[config.mk]
export PLATFORM = sky130hd
export DESIGN_NAME = seq_divider_32
export DESIGN_NICKNAME = d
export VERILOG_FILES = /design/src/rtl/seq_divider_32.sv
export SDC_FILE = /design/constraint.sdc
export NUM_CORES = 1
export LEC_CHECK = 0
export ABC_AREA = 0
export CELL_PAD_IN_SITES_DETAIL_PLACEMENT = 1
export CELL_PAD_IN_SITES_GLOBAL_PLACEMENT = 2
export CORE_ASPECT_RATIO = 0.7
export CORE_UTILIZATION = 38
export CTS_BUF_LIST = sky130_fd_sc_hd__clkbuf_8
export CTS_CLUSTER_SIZE = 20
export DETAILED_ROUTE_END_ITERATION = 10
export PLACE_DENSITY = 0.85
export SYNTH_ARGS = -nofsm -noshare
export SYNTH_HDL_FRONTEND = slang
export SYNTH_SLANG_ARGS = --single-unit
[constraint.sdc]
create_clock -name clk -period 7.9 [get_ports clk]
set_input_delay 0.79 -clock clk [delete_from_list [all_inputs] [get_ports clk]]
set_output_delay 0.79 -clock clk [all_outputs]
set_load 0.05 [all_outputs]
[src/rtl/seq_divider_32.sv]
// Multi-cycle restoring divider for MIPS DIV/DIVU.
// Produces one quotient bit per clock. The quotient goes to LO and the remainder to HI.
//
// state | meaning
// IDLE  | waiting for start; results from the last operation are held
// RUN   | iterating one quotient bit per cycle on the operand magnitudes
// FIN   | applying the signs (or the divide-by-zero values) and pulsing done
module seq_divider_32 #(
    parameter int WIDTH = 32
) (
    input  logic             clk,
    input  logic             rst_n,
    input  logic             start,
    input  logic             signed_op,
    input  logic [WIDTH-1:0] dividend,
    input  logic [WIDTH-1:0] divisor,
    output logic             busy,
    output logic             done,
    output logic [WIDTH-1:0] quotient,
    output logic [WIDTH-1:0] remainder,
    output logic             div_by_zero
);

    localparam int CW = $clog2(WIDTH + 1);

    typedef enum logic [1:0] {
        IDLE = 2'd0,
        RUN  = 2'd1,
        FIN  = 2'd2
    } state_t;

    state_t state, state_nxt;

    logic [WIDTH-1:0] rem;
    logic [WIDTH-1:0] quo;
    logic [WIDTH-1:0] dvs_mag;
    logic [CW-1:0]    cnt;
    logic             neg_q;
    logic             neg_r;
    logic             zero_div;

    logic             dividend_neg;
    logic             divisor_neg;
    logic [WIDTH-1:0] dividend_mag;
    logic [WIDTH-1:0] divisor_mag;
    logic [WIDTH:0]   rem_sh;
    logic [WIDTH:0]   diff;
    logic             fits;
    logic             accept;

    // Operand magnitudes. In signed mode, 0x80000000 becomes 2^31, which still fits as unsigned.
    always_comb begin
        dividend_neg = signed_op & dividend[WIDTH-1];
        divisor_neg  = signed_op & divisor[WIDTH-1];
        dividend_mag = dividend_neg ? (~dividend + 1'b1) : dividend;
        divisor_mag  = divisor_neg  ? (~divisor  + 1'b1) : divisor;
        accept       = (state == IDLE) && start;
    end

    // One restoring step. The partial remainder is WIDTH+1 bits wide.
    // The borrow out of the subtraction is the compare result.
    always_comb begin
        rem_sh = {rem, quo[WIDTH-1]};
        diff   = rem_sh - {1'b0, dvs_mag};
        fits   = ~diff[WIDTH];
    end

    // State register
    always_ff @(posedge clk or negedge rst_n) begin
        if (!rst_n) state <= IDLE;
        else        state <= state_nxt;
    end

    // Next-state logic; the counter's terminal value ends the run
    always_comb begin
        state_nxt = state;
        unique case (state)
            IDLE: if (start) state_nxt = (divisor == '0) ? FIN : RUN;
            RUN:  if (cnt == CW'(1)) state_nxt = FIN;
            FIN:  state_nxt = IDLE;
            default: state_nxt = IDLE;
        endcase
    end

    // Working registers: operand capture on accept, then one shift/subtract per RUN cycle
    always_ff @(posedge clk or negedge rst_n) begin
        if (!rst_n) begin
            rem      <= '0;
            quo      <= '0;
            dvs_mag  <= '0;
            cnt      <= '0;
            neg_q    <= 1'b0;
            neg_r    <= 1'b0;
            zero_div <= 1'b0;
        end else if (accept) begin
            cnt     <= CW'(WIDTH);
            dvs_mag <= divisor_mag;
            if (divisor == '0) begin
                // The FIN stage passes these values through unchanged.
                rem      <= dividend;
                quo      <= '1;
                neg_q    <= 1'b0;
                neg_r    <= 1'b0;
                zero_div <= 1'b1;
            end else begin
                rem      <= '0;
                quo      <= dividend_mag;
                neg_q    <= dividend_neg ^ divisor_neg;
                neg_r    <= dividend_neg;
                zero_div <= 1'b0;
            end
        end else if (state == RUN) begin
            rem <= fits ? diff[WIDTH-1:0] : rem_sh[WIDTH-1:0];
            quo <= {quo[WIDTH-2:0], fits};
            cnt <= cnt - 1'b1;
        end
    end

    // Visible outputs: results update only in FIN, and busy drops on the edge that raises done
    always_ff @(posedge clk or negedge rst_n) begin
        if (!rst_n) begin
            busy        <= 1'b0;
            done        <= 1'b0;
            quotient    <= '0;
            remainder   <= '0;
            div_by_zero <= 1'b0;
        end else begin
            busy <= (state == RUN);
            done <= (state == FIN);
            if (state == FIN) begin
                quotient    <= neg_q ? (~quo + 1'b1) : quo;
                remainder   <= neg_r ? (~rem + 1'b1) : rem;
                div_by_zero <= zero_div;
            end
        end
    end

endmodule

==> impl_metrics.csv <==
group,metric,value,unit
status,status,"completed",
timing,worstMarginPinSlew,1.249,ns
yosys,syn_area,0.01146,mm2
clocking,post_cts_resized,0,
yosys,yosysTopAreaCell,"dfrtp_1",
yosys,synthFlopType,"dfrtp_1",
worst_setup_path,cpLargestDelayFamily,"simple AND/OR/NAND/NOR gates",
yosys,synth-async-reset-ratio,100.0,%
grt,gr-usage-all-layers,24.51,%
worst_setup_path,cp_max_fo,36,
timing,max_freq,221.1,MHz
floorplan,fp.dieH,147.3,um
clocking,path_clk_slew,0.10,ns
yosys,synthTopCellsByArea,"dfrtp_1 38%, xor2_1 7.1%, o21ai_0 5.6%",
placement,io_buffers,134,
power,ir_drop,0.00009192,V
floorplan,core,0.02928,mm2
clocking,htreeDepth,4,
grt,grt_max_degree,104,
timing,post-route-period-util,57.25,%
worst_setup_path,required,8.32,ns
yosys,ys_ff_latch,174,
timing,finalWorstPathRequiredPeriod,4.522,ns
drt,num_vias,10540,
drt,ant_nets,0,
floorplan,die-area,0.03087,mm2
clocking,cts_buffer_depth,2,
yosys,postSynthAreaPerCell,8.395,um2
timing,whs,0.3659,ns
grt,grt_pass1_vias,10740,
layout,nets,1563,
layout,final_area,0.01356,mm2
drt,drc,0,
drt,drt_iter0_drc,638,
power,p_leak,5.866,nW
worst_setup_path,crit_type,"in -> reg",
worst_setup_path,critPathMaxStageDelay,1.00,ns
yosys,synth.distinct_cells,68,
placement,gp_congestion,0.8926,
floorplan,start_util,39.14,%
drt,viasPerCell,5.708,
yosys,yosys.cell_count.top_type,"dfrtp_1",
worst_setup_path,crit_path_end_kind,"register",
timing,hold_viol_final,0,
min_path,hold_class,"in -> async",
worst_setup_path,cp.arrival,4.94,ns
clocking,postCtsSetupBuffers,0,
timing,worst_slew_margin_rel,16.75,%
timing,maxSlewViolCount,0,
yosys,synth_commonest_cells,"174 x dfrtp_1, 160 x nand2_1, 128 x o21ai_0, 115 x a21oi_1, 105 x nor2_1",
clocking,cts-root-buf,"clkbuf_8",
worst_setup_path,cp-start-kind,"input port",
clocking,tritoncts,"done",
placement,placed_area,0.01310,mm2
drt,avgRoutedWirePerCell,19.88,um
clocking,clock_latency,0.49,ns
yosys,syn-num-nets,1472,
yosys,netlist_instances,1365,
worst_setup_path,slowest_stage,"nand2b_1",
timing,finClkSkew,0.01164,ns
grt,grt_pass1_wl,59390,um
yosys,yosys_warnings,0,
placement,dp_hpwl,27670,um
job,max-cap-violations,0,
drt,first_pass_iters,5,
drt,wl,36720,um
layout,insertedDiodeCount,0,
power,power_density,129.1,mW/mm2
floorplan,num_rows,52,
worst_setup_path,path_cells,"clkdlybuf4s50_1 -> or4_1 -> nor4_2 -> nand3_1 -> nor4b_4 -> buf_4 -> nand2b_1 -> o22ai_1 -> a21oi_1",
layout,drive_gt1_share,4.765,%
grt,antenna_found_initial,1,
layout,syn2layout_area_growth,18.30,%
clocking,cts_buffers,17,
yosys,yosysSeqAreaShare,38.00,%
yosys,synth_edf_count,0,
layout,finish.utilization,46.30,%
timing,setup_violations,0,
worst_setup_path,cp.buffers_inverters,2,
timing,fin_setup_tns,0,ns
floorplan,io-pin-count,135,
yosys,yosysTopAreaCellShare,38.00,%
clocking,ctsHoldBuffers,0,
timing,grt_setup_unrepaired,"false",
grt,grt-ovfl-total,0,
clocking,cts_num_sinks,174,
floorplan,fp.dieW,209.6,um
## through the flow
stage / instances / worst slack, ns / total power [mW]
CTS: 1847 / 3.369 / 1.767
floorplan: 1365 / 4.787 / 0.9527
global route: 1847 / 2.985 / 1.811
detailed placement: 1815 / 2.821 / 1.036
finish: 1847 / 3.378 / 1.750
global placement: 1815 / 3.012 / 1.034
## flip-flops by register name, summed over array words and instances, names as in the netlist, 2 cells and up
signal     cells
quotient      32
cnt            6
quo           32
rem           32
state          2
remainder     32
dvs_mag       32
## cell usage in the layout (no fill, tap or decap), types with 5 or more instances in the layout
| cell type | netlist | final |
|---|---|---|
| clkbuf_8 | 0 | 21 |
| inv_1 | 56 | 59 |
| or3_1 | 22 | 22 |
| o21ai_1 | 26 | 26 |
| a211oi_1 | 22 | 22 |
| mux2i_1 | 19 | 19 |
| xnor2_1 | 56 | 56 |
| o31ai_1 | 24 | 24 |
| a31oi_1 | 10 | 10 |
| o31ai_2 | 5 | 5 |
| or4_1 | 10 | 10 |
| nor2_1 | 105 | 105 |
| clkdlybuf4s50_1 | 0 | 133 |
| o21ai_0 | 128 | 128 |
| a22oi_1 | 5 | 5 |
| o211ai_1 | 9 | 9 |
| nand2b_1 | 11 | 11 |
| a21oi_1 | 115 | 115 |
| o22ai_1 | 31 | 31 |
| ha_1 | 38 | 38 |
| o41ai_1 | 12 | 12 |
| a21o_1 | 14 | 14 |
| nor4_1 | 9 | 9 |
| nand3_1 | 19 | 18 |
| o221a_2 | 5 | 5 |
| and3_1 | 7 | 7 |
| buf_4 | 0 | 11 |
| nor3_1 | 38 | 38 |
| dfrtp_1 | 174 | 174 |
| nand2_1 | 160 | 158 |
| and2_1 | 5 | 5 |
| xor2_1 | 93 | 92 |
## path summary, 6_finish.rpt
check,startpoint,cells past startpoint,slack [ns],end
worst min-delay path,rst_n,1,0.37,remainder[16]
min in group clk,quotient[3],2,0.49,quotient[3]
worst min register to register,quotient[3],2,0.49,quotient[3]
max in group asynchronous,rst_n,3,5.72,rem[17]
worst max-delay path,divisor[8],9,3.38,quo[23]
worst max register to register,rem[8],10,3.63,rem[26]
## layout make-up
type,instances,area [um2]
timing repair buffer,145,1425
clock inverter,11,165.2
multi-input combinational,1060,6633
fill,3464,15720
tap,378,473.0
clock buffer,21,289.0
sequential,174,4354
inverter,58,217.7
## layer usage
metal / GRT usage (%) / vias up / wire length (um)
met5: 0 / - / 0
met4: 6.168 / 0 / 518
met3: 4.767 / 34 / 1539
met2: 37.47 / 177 / 16180
met1: 35.43 / 5294 / 18480
li1: - / 5038 / -
## power by group
part / internal (mW) / switching (mW)
registers: 0.890 / 0
clock network: 0.377 / 0.357
logic: 0.0555 / 0.0709
total: 1.32 / 0.428
## cells by family (layout without fill, tap and decap cells)
| kind of cell | after synthesis | in the layout | share of synthesized area (%) |
|---|---|---|---|
| simple gates | 410 | 410 | 16.62 |
| mux | 21 | 21 | 1.856 |
| buf+inv | 131 | 235 | 4.389 |
| fa+ha+maj | 39 | 39 | 4.324 |
| xor+xnor | 149 | 149 | 11.39 |
| flops | 174 | 174 | 38.00 |
| compound gates | 441 | 441 | 23.43 |
No activity file was read; power rests on OpenSTA's default activity.
==> RTL change 1: new RTL, same settings <==
Encoding of `state_t`: now one-hot (3 bits for 3 states).
--- a/src/rtl/seq_divider_32.sv
+++ b/src/rtl/seq_divider_32.sv
@@ -23,10 +23,10 @@
 
     localparam int CW = $clog2(WIDTH + 1);
 
-    typedef enum logic [1:0] {
-        IDLE = 2'd0,
-        RUN  = 2'd1,
-        FIN  = 2'd2
+    typedef enum logic [2:0] {
+        IDLE = 3'b001,
+        RUN  = 3'b010,
+        FIN  = 3'b100
     } state_t;
 
     state_t state, state_nxt;
Formal check against the unedited RTL: no difference found for any inputs over 10 cycles, from zero or initial values and one cycle with rst_n low; not proved beyond that.
==> RTL change 1 against the original RTL <==
  * Count of clock-buffer cells in the layout shrank 4
  * Synthesized area increased by 2.0%
  * Fmax rose by 7.4%
  * Register-to-register slack improved by 0.06 ns
  * Wire length grew 5.2%
  * Critical endpoint is now rem[1]$_DFFE_PN0P_
  * Highest routed layer unchanged
  * Largest cell class unchanged
  * Utilization shrank 0.65 points
  * Sequential cell count increased by 1
  * Hold slack improved by 0.011 ns
  * Worst setup slack improved by 0.31 ns
  * Cell area grew 1.4%
  * First-iteration DRC count rose by 27%
  * Clock skew is 0.0012 ns higher
  * Final cell count up 4.0%
Power is left out: it rests on default switching activity, and per cell area and clock period it moved more than threefold.
==> RTL change 1: results (changes against the original RTL) <==
Detailed routing
  – Per-cell routed wire length: 20.1 microns (was 19.9 microns)
  – Drt pass-1 iters: 7 (was 5)
  – Initial DRC Count: 808 (was 638)

Logic synthesis
  – Register area share after synthesis: 0.375 (was 0.380)
  – Post-synthesis compound-gate area fraction: 0.216 (was 0.234)
  – Syn avg cell area: 8.31 sq um (was 8.40 sq um)
  – Post-Syn Nets: 1515 (was 1472)
  – Synth Area in Adders: 0.0424 (was 0.0432)
  – Largest cells by area after synthesis: dfrtp_1 37%, xor2_1 7.1%, nand2_1 5.6%, a21oi_1 5.4%, o21ai_0 4.7% (was dfrtp_1 38%, xor2_1 7.1%, o21ai_0 5.6%, nand2_1 5.2%, a21oi_1 5.0%)

Global routing
  – Largest net degree at the start of global routing: 107 (was 104)

Placement
  – Dpl cells: 1888 (was 1815)
  – DP Area: 0.0134 sq mm (was 0.0131 sq mm)

Timing
  – Worst-Margin Slew: 1.08 ns (was 1.25 ns)
  – Clock skew: 0.0128 ns (was 0.0116 ns)
  – Hold slack: 0.377 ns (was 0.366 ns)

Final layout
  – Buffers, non-clock: 146 (was 145)
  – Fillers: 3652 (was 3464)
  – Clk_buf instances: 17 (was 21)
  – Final Core Density: 0.456 (was 0.463)
  – Sequential Area: 0.00438 sq mm (was 0.00435 sq mm)
  – Non-clk buf share: 0.104 (was 0.105)
  – Share of post-route cells with drive strength above 1: 0.0471 (was 0.0477)
  – Layout clock area frac: 0.0270 (was 0.0335)
  – Diode count: 1 (was 0)
  – Comb_multi_in: 1099 (was 1060)

Setup path
  – Crit Path Max Fanout: 23 (was 36)
  – Worst path slowest cell: a21oi_1 (was nand2b_1)
  – Startpoint types: flop (was input pin)
  – R2r endpoint: rem[1]$_DFFE_PN0P_ (was rem[26]$_DFFE_PN0P_)
  – Setup crit start: rem[4]$_DFFE_PN0P_ (was divisor[8])
  – Worst Reg-to-Reg Cells: 11 (was 10)
  – Arr. time, crit path: 4.63 ns (was 4.94 ns)
  – WS Path Type: flop to flop (was input pin to flop)

Outcome
  – Status: complete, no violations (unchanged)

Clock tree
  – Clk Latency, worst-skew pair: 0.51 ns (was 0.49 ns)

Die
  – Core area: 0.0301 sq mm (was 0.0293 sq mm)
## RTL change 1: routing by layer
| metal | part of all wire | GRT usage | wire, microns | vias up |
|---|---|---|---|---|
| li1 | - | - | - | 5170 |
| met1 | 0.52 | 0.391 | 20300 | 5245 |
| met2 | 0.41 | 0.369 | 15900 | 273 |
| met3 | 0.054 | 0.0465 | 2080 | 20 |
| met4 | 0.0095 | 0.0543 | 367 | 0 |
| met5 | 0 | 0 | 0 | - |
## RTL change 1: cell families after synthesis
family | Yosys count
buf+inv | 134
compound gates | 411
flops | 175
fa+ha+maj | 39
mux | 29
simple gates | 471
xor+xnor | 149
## RTL change 1: worst max-delay path, delay by kind of cell (launching register included)
family,cells,cell delay [ns]
AO/OA/AOI/OAI,7,2.36
flip-flops,1,0.54
AND/OR/NAND/NOR,2,0.43
adder cells (fa/ha/maj),1,0.43
buffers and inverters,1,0.33
==> RTL change 2: new RTL, same flow settings <==
Without the edit above. `WIDTH`: 32 -> 16.
--- a/src/rtl/seq_divider_32.sv
+++ b/src/rtl/seq_divider_32.sv
@@ -6,7 +6,7 @@
 // RUN   | iterating one quotient bit per cycle on the operand magnitudes
 // FIN   | applying the signs (or the divide-by-zero values) and pulsing done
 module seq_divider_32 #(
-    parameter int WIDTH = 32
+    parameter int WIDTH = 16
 ) (
     input  logic             clk,
     input  logic             rst_n,
Ports: changed (resized dividend, divisor, quotient and remainder); port bits go from 135 to 71. The function was not compared with the original's and may differ.
==> RTL change 2 against the original RTL <==
  * Synthesized area down 49%
  * Fmax up 41%
  * Non-clock buffer count down 71
  * Clock skew up 0.0051 ns
  * Sequential share of layout area up 1.6 points
  * Die area down 49%
  * Hold slack worse by 0.0034 ns
  * Cell area down 49%
  * Sequential cell count down 81
  * Critical path depth up 2
  * Wire length down 55%
  * Worst setup slack better by 1.3 ns
Power is left out: it rests on default switching activity, and per cell area and clock period it moved more than threefold.
==> RTL change 2: results (changes against the original RTL) <==
Logic synthesis
  – Register area share after synthesis: 0.400 (was 0.380)
  – Mux share of post-synthesis cell area: 0.0351 (was 0.0186)
  – Largest cells by area after synthesis: dfrtp_1 40%, o21ai_1 7.1%, nand2_1 6.3%, xnor2_1 5.3%, xor2_1 5.0% (was dfrtp_1 38%, xor2_1 7.1%, o21ai_0 5.6%, nand2_1 5.2%, a21oi_1 5.0%)
  – Post-synthesis compound-gate area fraction: 0.216 (was 0.234)
  – List of most frequent post-synthesis cells: 98 x nand2_1, 93 x dfrtp_1, 83 x o21ai_1, 35 x xnor2_1, 33 x xor2_1 (was 174 x dfrtp_1, 160 x nand2_1, 128 x o21ai_0, 115 x a21oi_1, 105 x nor2_1)
  – Xor and xnor area share after synthesis: 0.107 (was 0.114)
  – Synth Area in Adders: 0.0508 (was 0.0432)

Timing
  – Worst-Margin Slew: 1.25 ns (about the same)
  – Clock skew: 0.0168 ns (was 0.0116 ns)

Detailed routing
  – Routed wire length: 16600 microns (was 36700 microns)
  – Initial DRC Count: 308 (was 638)

Clock tree
  – TritonCTS buffer count: 9 (was 17)
  – H-tree depth: 3 (was 4)
  – TritonCTS Sinks: 93 (was 174)

Placement
  – Final HPWL DP: 12800 microns (was 27700 microns)
  – Dpl ws: 4.61 ns (was 2.82 ns)
  – Port Buffers: 70 (was 134)

Setup path
  – Arr. time, crit path: 3.50 ns (was 4.94 ns)
  – Crit Path Max Fanout: 17 (was 36)
  – Worst Reg-to-Reg Cells: 11 (was 10)

Global routing
  – Largest net degree at the start of global routing: 66 (was 104)
  – GR Util All Layers: 0.221 (was 0.245)
  – Vias in the first global route: 5062 (was 10700)

Final layout
  – Share of post-route cells with drive strength above 1: 0.0509 (was 0.0477)

Outcome
  – Status: complete, no violations (unchanged)
==> RTL change 2: changes by cell type after synthesis, sizes merged, moves of 23 or more <==
cell | unedited run | this run
nand2 | 161 | 98
inv | 56 | 33
nor3 | 38 | 11
dfrtp | 174 | 93
xor2 | 93 | 33
o21ai | 154 | 115
nor2 | 105 | 33
clkbuf | 58 | 22
a21oi | 115 | 19
==> RTL change 2: cell type report <==
cell class                 instances  area, sq um  area share
clock inverter                     7          103      0.0149
sequential                        93         2330       0.337
clock buffer                       9          124      0.0179
inverter                          33          124      0.0179
timing repair buffer              74          728       0.105
multi-input combinational        511         3250       0.471
tap                              195          244      0.0353
antenna                            1         2.50    0.000362
==> RTL change 2: logic make-up (layout without fill, tap and decap cells) <==
| logic type | count (synthesis) | in the layout |
|---|---|---|
| flops | 93 | 93 |
| xor+xnor | 69 | 69 |
| simple gates | 193 | 193 |
| compound gates | 206 | 206 |
| fa+ha+maj | 23 | 23 |
| other cells | 0 | 1 |
| buf+inv | 61 | 123 |
| mux | 20 | 20 |
==> RTL change 2: critical path, stage by stage, from the launching register on <==
cell and delay [ns]:
dfrtp_1 0.40, inv_1 0.23, ha_1 0.24, fa_1 0.21, and2b_1 0.20, o21ai_2 0.19
o21ai_4 0.12, a31oi_2 0.22, a32oi_4 0.16, xnor2_4 0.61, mux2_1 0.38, o21ai_1 0.15
==> RTL change 2: worst max path at each step <==
stage | start | endpoint | slack, ns | cells past startpoint
final | quo[15]$_DFFE_PN0P_ | rem[0]$_DFFE_PN0P_ | 4.69 | 11
after global routing | quo[15]$_DFFE_PN0P_ | rem[0]$_DFFE_PN0P_ | 4.47 | 11
after CTS | quo[15]$_DFFE_PN0P_ | rem[0]$_DFFE_PN0P_ | 4.68 | 11
after global placement | divisor[2] | rem[6]$_DFFE_PN0P_ | 4.77 | 8
after floorplan | quo[15]$_DFFE_PN0P_ | rem[10]$_DFFE_PN0P_ | 5.24 | 12
after detailed placement | divisor[2] | rem[0]$_DFFE_PN0P_ | 4.61 | 8
==> RTL change 2: per-layer routing <==
layer,vias to the layer above,GRT usage,share of wire
li1,2458,-,-
met1,2456,0.334,0.50
met2,114,0.322,0.43
met3,7,0.0420,0.067
met4,0,0.0469,0.0055
met5,-,0,0
==> RTL change 2: through the flow <==
stage | std cells | instance area [sq um]
2_1_floorplan | 665 | 5820
3_3_place_gp | 906 | 6680
3_5_place_dp | 906 | 6680
4_1_cts | 922 | 6900
5_1_grt | 922 | 6900
6_report | 923 | 6910
